**src/rtl/inst_fetch.sv**
```systemverilog
// ---------------------------------------------------------------------------
// inst_fetch -- instruction fetch front end.
//
// Owns the PC. Issues one request at a time to the instruction memory over an
// addr_ok/data_ok handshake. Buffers each returned instruction, with its PC
// and branch-prediction metadata, in a 2-entry queue whose head drives the
// IF/ID register inputs.
//
// Ports
//   clk, rst_n                 clock, asynchronous active-low reset
//   stall                      pipeline stall vector (only stall_if used)
//   flush, flush_pc            exception/eret redirect (highest priority)
//   branch_flag, branch_target decode-stage mispredict redirect
//   bp_taken/state/target      predictor lookup for the current PC
//   imem_req/addr              request valid / address (held until addr_ok)
//   imem_addr_ok               request accepted this cycle
//   imem_data_ok/rdata         response valid / data
//   pc_ce                      0 in the first cycle after reset, then 1
//   if_pc/inst/valid           queue head
//   if_except                  queue head exception (address error only)
//   if_branch_predict*         queue head prediction metadata
// ---------------------------------------------------------------------------
package inst_fetch_pkg;

   typedef struct packed {
      logic stall_wb;
      logic stall_mem;
      logic stall_ex;
      logic stall_id;
      logic stall_if;
   } stall_t;

   typedef struct packed {
      logic adel_if;
      logic reserved_inst;
      logic syscall;
      logic brk;
      logic overflow;
      logic eret;
      logic adel_mem;
      logic ades_mem;
   } exceptType_t;

   // Metadata captured when a request is accepted.
   typedef struct packed {
      logic [31:0] pc;
      logic        bp_taken;
      logic [1:0]  bp_state;
      logic [31:0] bp_target;
   } fetch_tag_t;

   typedef struct packed {
      fetch_tag_t  tag;
      logic [31:0] inst;
      logic        adel;
   } fq_entry_t;

endpackage

module inst_fetch
   import inst_fetch_pkg::*;
#(
   parameter logic [31:0] RESET_PC = 32'hBFC0_0000
) (
   input  logic        clk,
   input  logic        rst_n,
   input  stall_t      stall,
   input  logic        flush,
   input  logic [31:0] flush_pc,
   input  logic        branch_flag,
   input  logic [31:0] branch_target,
   input  logic        bp_taken,
   input  logic [1:0]  bp_state,
   input  logic [31:0] bp_target,
   output logic        imem_req,
   output logic [31:0] imem_addr,
   input  logic        imem_addr_ok,
   input  logic        imem_data_ok,
   input  logic [31:0] imem_rdata,
   output logic        pc_ce,
   output logic [31:0] if_pc,
   output logic [31:0] if_inst,
   output logic        if_valid,
   output exceptType_t if_except,
   output logic        if_branch_predict,
   output logic [1:0]  if_branch_predict_state,
   output logic [31:0] if_branch_predict_target
);

   logic [31:0] pc_q, pc_d;
   logic        pc_ce_q, pc_ce_d;
   logic        halted_q, halted_d;
   logic        outstanding_q, outstanding_d;
   logic        cancel_q, cancel_d;
   logic        pend_q, pend_d;              // raised, waiting for addr_ok
   logic        pend_stale_q, pend_stale_d;  // held request predates a redirect
   logic [31:0] pend_addr_q, pend_addr_d;
   fetch_tag_t  tag_q, tag_d;
   fq_entry_t   fq_q [2];
   fq_entry_t   fq_d [2];
   logic [1:0]  cnt_q, cnt_d;

   logic        redirect, pop, slot_free, aligned, new_issue, req_int;
   logic        accept, resp, resp_push, misalign_push, push;
   logic [31:0] redirect_pc;
   logic [1:0]  base_cnt;
   fq_entry_t   new_entry;
   logic        unused_stall;

   assign unused_stall = ^{stall.stall_wb, stall.stall_mem, stall.stall_ex, stall.stall_id};

   assign redirect    = flush | branch_flag;
   assign redirect_pc = flush ? flush_pc : branch_target;
   assign pop         = (cnt_q != 2'd0) && !stall.stall_if;
   // The in-flight response is counted by refusing to issue unless a slot
   // will still be free after this cycle's pop.
   assign slot_free   = (cnt_q - 2'(pop)) != 2'd2;
   assign aligned     = (pc_q[1:0] == 2'b00);
   assign new_issue   = !halted_q && aligned && !outstanding_q && !pend_q && slot_free;
   assign req_int     = pend_q || new_issue;
   assign imem_addr   = pend_q ? pend_addr_q : pc_q;
   // Reset only masks the port; internal state is already held by the flops.
   assign imem_req    = rst_n && req_int;

   assign accept        = req_int && imem_addr_ok;
   assign resp          = imem_data_ok && outstanding_q;
   assign resp_push     = resp && !cancel_q && !redirect;
   assign misalign_push = !halted_q && !aligned && !outstanding_q && !pend_q
                          && slot_free && !redirect;
   assign push          = resp_push || misalign_push;

   always_comb begin
      // NOTE: every signal driven here gets its default first, so no path leaves a latch.
      pc_d          = pc_q;
      pc_ce_d       = 1'b1;
      halted_d      = halted_q;
      outstanding_d = outstanding_q;
      cancel_d      = cancel_q;
      tag_d         = tag_q;
      pend_d        = req_int && !imem_addr_ok;
      pend_addr_d   = imem_addr;
      pend_stale_d  = pend_d && (pend_stale_q || redirect);
      new_entry     = '0;
      fq_d          = fq_q;
      base_cnt      = cnt_q - 2'(pop);
      cnt_d         = base_cnt;

      if (resp) begin
         outstanding_d = 1'b0;
         cancel_d      = 1'b0;
      end

      if (accept) begin
         outstanding_d       = 1'b1;
         tag_d.pc            = imem_addr;
         tag_d.bp_taken      = bp_taken;
         tag_d.bp_state      = bp_state;
         tag_d.bp_target     = bp_target;
         // A held request from before a redirect is fetched but discarded.
         if (pend_stale_q) cancel_d = 1'b1;
      end

      if (redirect) begin
         pc_d     = redirect_pc;
         halted_d = 1'b0;
         if ((outstanding_q && !imem_data_ok) || accept) cancel_d = 1'b1;
      end else if (accept && !pend_stale_q) begin
         pc_d = bp_taken ? bp_target : pc_q + 32'd4;
      end

      if (misalign_push) halted_d = 1'b1;

      if (misalign_push) begin
         new_entry.tag.pc = pc_q;
         new_entry.adel   = 1'b1;
      end else begin
         new_entry.tag  = tag_q;
         new_entry.inst = imem_rdata;
      end

      if (pop) fq_d[0] = fq_q[1];
      if (push) begin
         fq_d[base_cnt[0]] = new_entry;
         cnt_d             = base_cnt + 2'd1;
      end
      if (redirect) cnt_d = 2'd0;
   end

   always_ff @(posedge clk or negedge rst_n) begin
      if (!rst_n) begin
         pc_q          <= RESET_PC;
         pc_ce_q       <= 1'b0;
         halted_q      <= 1'b0;
         outstanding_q <= 1'b0;
         cancel_q      <= 1'b0;
         pend_q        <= 1'b0;
         pend_stale_q  <= 1'b0;
         pend_addr_q   <= '0;
         tag_q         <= '0;
         cnt_q         <= 2'd0;
         // NOTE: the queue storage is reset because its head drives the if_* outputs directly.
         fq_q[0]       <= '0;
         fq_q[1]       <= '0;
      end else begin
         // NOTE: state updates use non-blocking assignments so every flop samples pre-edge values.
         pc_q          <= pc_d;
         pc_ce_q       <= pc_ce_d;
         halted_q      <= halted_d;
         outstanding_q <= outstanding_d;
         cancel_q      <= cancel_d;
         pend_q        <= pend_d;
         pend_stale_q  <= pend_stale_d;
         pend_addr_q   <= pend_addr_d;
         tag_q         <= tag_d;
         cnt_q         <= cnt_d;
         fq_q[0]       <= fq_d[0];
         fq_q[1]       <= fq_d[1];
      end
   end

   assign pc_ce                    = pc_ce_q;
   assign if_valid                 = (cnt_q != 2'd0);
   assign if_pc                    = fq_q[0].tag.pc;
   assign if_inst                  = fq_q[0].inst;
   assign if_branch_predict        = fq_q[0].tag.bp_taken;
   assign if_branch_predict_state  = fq_q[0].tag.bp_state;
   assign if_branch_predict_target = fq_q[0].tag.bp_target;

   always_comb begin
      if_except         = '0;
      if_except.adel_if = fq_q[0].adel;
   end

endmodule

```
**config.mk**
```make
export PLATFORM = sky130hd
export DESIGN_NAME = inst_fetch
export DESIGN_NICKNAME = d
export VERILOG_FILES = /design/src/rtl/inst_fetch.sv
export SDC_FILE = /design/constraint.sdc
export NUM_CORES = 1
export LEC_CHECK = 0
export BUFFER_PORTS_ARGS = -buffer_cell sky130_fd_sc_hd__buf_4
export CORE_MARGIN = 2
export CORE_UTILIZATION = 35
export CTS_CLUSTER_SIZE = 16
export DETAILED_ROUTE_END_ITERATION = 7
export MAX_ROUTING_LAYER = met4
export PLACE_DENSITY_LB_ADDON = 0.08
export SLEW_MARGIN = 20
export SYNTH_ARGS = -nofsm -noshare
export SYNTH_HDL_FRONTEND = slang
export SYNTH_SLANG_ARGS = --single-unit
```
**constraint.sdc**
```tcl
create_clock -name clk -period 4.94 [get_ports clk]
set_input_delay 0.247 -clock clk [delete_from_list [all_inputs] [get_ports clk]]
set_output_delay 0.247 -clock clk [all_outputs]
set_load 0.05 [all_outputs]
```
==> summary.md <==
| Metric | Value |
|---|---|
| DR pass1 iterations | 6 |
| Reg area | 8490 um2 |
| Final Hold Viols | 0 |
| Num CTS Buffers | 41 |
| Die Wd | 219 um |
| Layout Skew | 0.0156 ns |
| DRC | 0 |
| Psw | 4.94 mW |
| Worst R2R Setup Slack | 0.99 ns |
| Worst VDD drop | 0.343 mV |
| Total of warnings raised by yosys | 0 |
| Hold Buf Count CTS | 85 |
| Total Routing Usage GR | 0.208 |
| PD cells | 610 nW/um2 |
| Share of layout cells above drive strength 1 | 0.253 |
| Syn Inst Count | 1649 |
| Via count | 12648 |
| CTS tree | done |
| Cts repair resizes | 0 |
| Starting Density | 0.355 |
| Post-CTS Repair Setup Buffers | 0 |
| CP startpoint kind | flip-flop |
| GRT overflow | 0 |
| Die height | 219 um |
| Sw Share | 0.404 |
| Status | finished, final reports clean |
| Post-synth EDFFs | 0 |
| Clock share of power | 0.237 |
| Least-Margin Pin Slew | 0.899 ns |
| Synth cell types | 60 |
| Num ports | 284 |
| Static Leakage | 9.07 nW |
| Hold/Removal Path Class | input pin to flip-flop |
| PortBufs | 272 |
| Max Slew Vio Count | 0 |
| Post-Layout Cell Count | 2474 |
| Post-Route WL | 48100 um |
| Vias per inst | 5.11 |
| Max-cap violation count | 0 |
| FILL cells | 4434 |
| Crit path kind | flip-flop to flip-flop |
| Layout area overhead | 24.5% |
| Unrepaired setup endpoints after global routing | false |
| Async S/R FF share, synth | 1.00 |
| Synthesized cell area | 16100 um2 |
| Max Clock Freq | 0.253 GHz |
| Clk_lat worst skew | 0.56 ns |
| Comb power frac | 0.386 |
| Min cycle time layout | 3.95 ns |
| Routed WL per cell | 19.4 um |
| Final Cycle Share | 0.800 |
| # nets final | 1990 |
| Area leader, netlist | dfrtp_1 |
| Sequential share of power | 0.377 |
| Seq/Total Area, Yosys | 0.527 |
| CTS Root Cell | clkbuf_16 |
| Placement row count | 78 |
| DP Wirelength | 30800 um |
| Total die area | 47800 um2 |
| Syn_area_per_cell | 9.77 um2 |
| CTS HTree Levels | 2 |
| Largest cells by area after synthesis | dfrtp_1 (51%), mux2_2 (6.6%), o21ai_0 (5.3%), buf_4 (4.9%), a21oi_1 (4.8%) |
| Crit end category | flip-flop |
| Initial antenna violation count | 1 |
| Internal power | 7.29 mW |
| Clk sink count | 339 |
| Pin count of the biggest net entering global routing | 169 |
| Final hold slack | 0.0250 ns |
| Data required time at the worst endpoint | 5.44 ns |
| Crit path arrival time | 4.46 ns |
| Longest Clk Path Bufs | 3 |
| Iter 0 DRT Violations | 905 |
| Final GP Congestion | 0.826 |
| Multi-input gate area | 6100 um2 |
| Prevailing post-synth register cell | dfrtp_1 |
| First-pass GRT wire length | 73800 um |
| Worst-path clk slew | 0.06 ns |
| Placeable Area | 45400 um2 |
| Vias in the first global route | 12288 |
| Slew Limit Headroom | 0.400 |
| Post-synth top area share | 0.513 |
| Max FO, Critical Path | 20 |
| Dpl cells | 2317 |
| Final ANT Viol Nets | 0 |
| TNS Setup | 0 ns |
| Post-synthesis register bit count | 339 |
| Final setup viols | 0 |
## power groups by stage
stage / combinational (mW) / clock [mW] / sequential [mW]
6_report: 4.72 / 2.90 / 4.60
3_5_place_dp: 4.70 / 0 / 4.66
5_1_grt: 5.10 / 3.11 / 4.75
3_3_place_gp: 4.65 / 0 / 4.62
2_1_floorplan: 3.92 / 0 / 4.42
4_1_cts: 4.78 / 3.00 / 4.62
## cell type report
class                           instances  area share
Timing Repair Buffer                  379       0.156
Sequential cell                       339       0.424
Inverter                               77      0.0144
Clock inverter                         12     0.00449
Clock buffer                           59      0.0600
Antenna cell                            1    0.000125
Multi-Input combinational cell       1007       0.304
Tap cell                              600      0.0374
## kinds of logic after synthesis
kind of cell	count (synthesis)	share of synthesized area
other cells	2	0.000466
compound gates	419	0.149
simple gates	435	0.127
mux	128	0.0869
fa+ha+maj	3	0.00233
buf+inv	309	0.0987
xor+xnor	14	0.00761
flops	339	0.527
## per-stage QoR
stage | power [mW] | instance area [um2] | worst slack, ns | util
after floorplan | 8.34 | 16100 | 1.17 | -
after global placement | 9.28 | 17900 | 1.28 | 0.395
after detailed placement | 9.36 | 17900 | 1.28 | 0.395
after CTS | 12.4 | 20100 | 0.938 | 0.442
after global routing | 13.0 | 20100 | 0.618 | 0.442
final | 12.2 | 20100 | 0.987 | 0.442
## layout by cell type, fill, tap and decap left out, types with 9 or more instances in the layout
cell,instances
a211oi_1,35
a21oi_1,153
a221oi_1,12
and2_1,36
buf_4,288
clkbuf_16,41
clkbuf_8,11
dfrtp_1,330
dfstp_2,9
dlygate4sd3_1,85
inv_1,77
mux2_2,95
mux2i_1,33
nand2_1,67
nand3_1,150
nand4_1,11
nor2_1,135
o211ai_1,9
o21ai_0,170
o311ai_0,9
xor2_1,11
## synth_stat cells (all sizes together), types with 2 or more instances
master,count
a211oi,36
a21oi,153
a221o,5
a221oi,12
a222oi,4
a31oi,2
a32o,3
and2,36
and3,3
and3b,3
and4,2
buf,141
clkbuf,91
conb,2
dfrtp,330
dfstp,9
ha,3
inv,77
mux2,95
mux2i,33
nand2,67
nand3,150
nand4,11
nor2,136
nor2b,3
nor3,11
o211ai,9
o21ai,171
o21bai,2
o311ai,11
o41ai,2
or2,5
or3,2
or4,2
xnor2,3
xor2,11
## worst max-delay path, cell delays in order, from the launching register on
cell and delay (ns):
dfrtp_1 0.41, or2_2 0.34, nand2b_4 0.09, inv_1 0.05, ha_1 0.32, a211oi_1 0.69, a31oi_4 0.29, buf_4 0.30
nor3_2 0.31, buf_4 0.31, a221oi_1 0.11, dlygate4sd3_1 0.60, nand2_1 0.06
## routing by layer
| layer | vias up | wire, um | global-route usage |
|---|---|---|---|
| met5 | - | 0 | - |
| met1 | 6260 | 21500 | 0.272 |
| met4 | 0 | 1390 | 0.0755 |
| met2 | 284 | 23100 | 0.330 |
| li1 | 6026 | - | - |
| met3 | 78 | 2090 | 0.0273 |
## path summary, 6_finish.rpt
path	from	to	cells past startpoint
setup / recovery	cnt_q[1]	pc_q[11]	12
hold / removal	bp_target[15]	tag_q[15]	3
setup reg to reg	cnt_q[1]	pc_q[11]	12
hold reg to reg	tag_q[35]	tag_q[35]	1
max in group asynchronous	rst_n	tag_q[65]	3
min in group asynchronous	rst_n	if_inst[23]	2
Power figures use the tool's default switching activity.
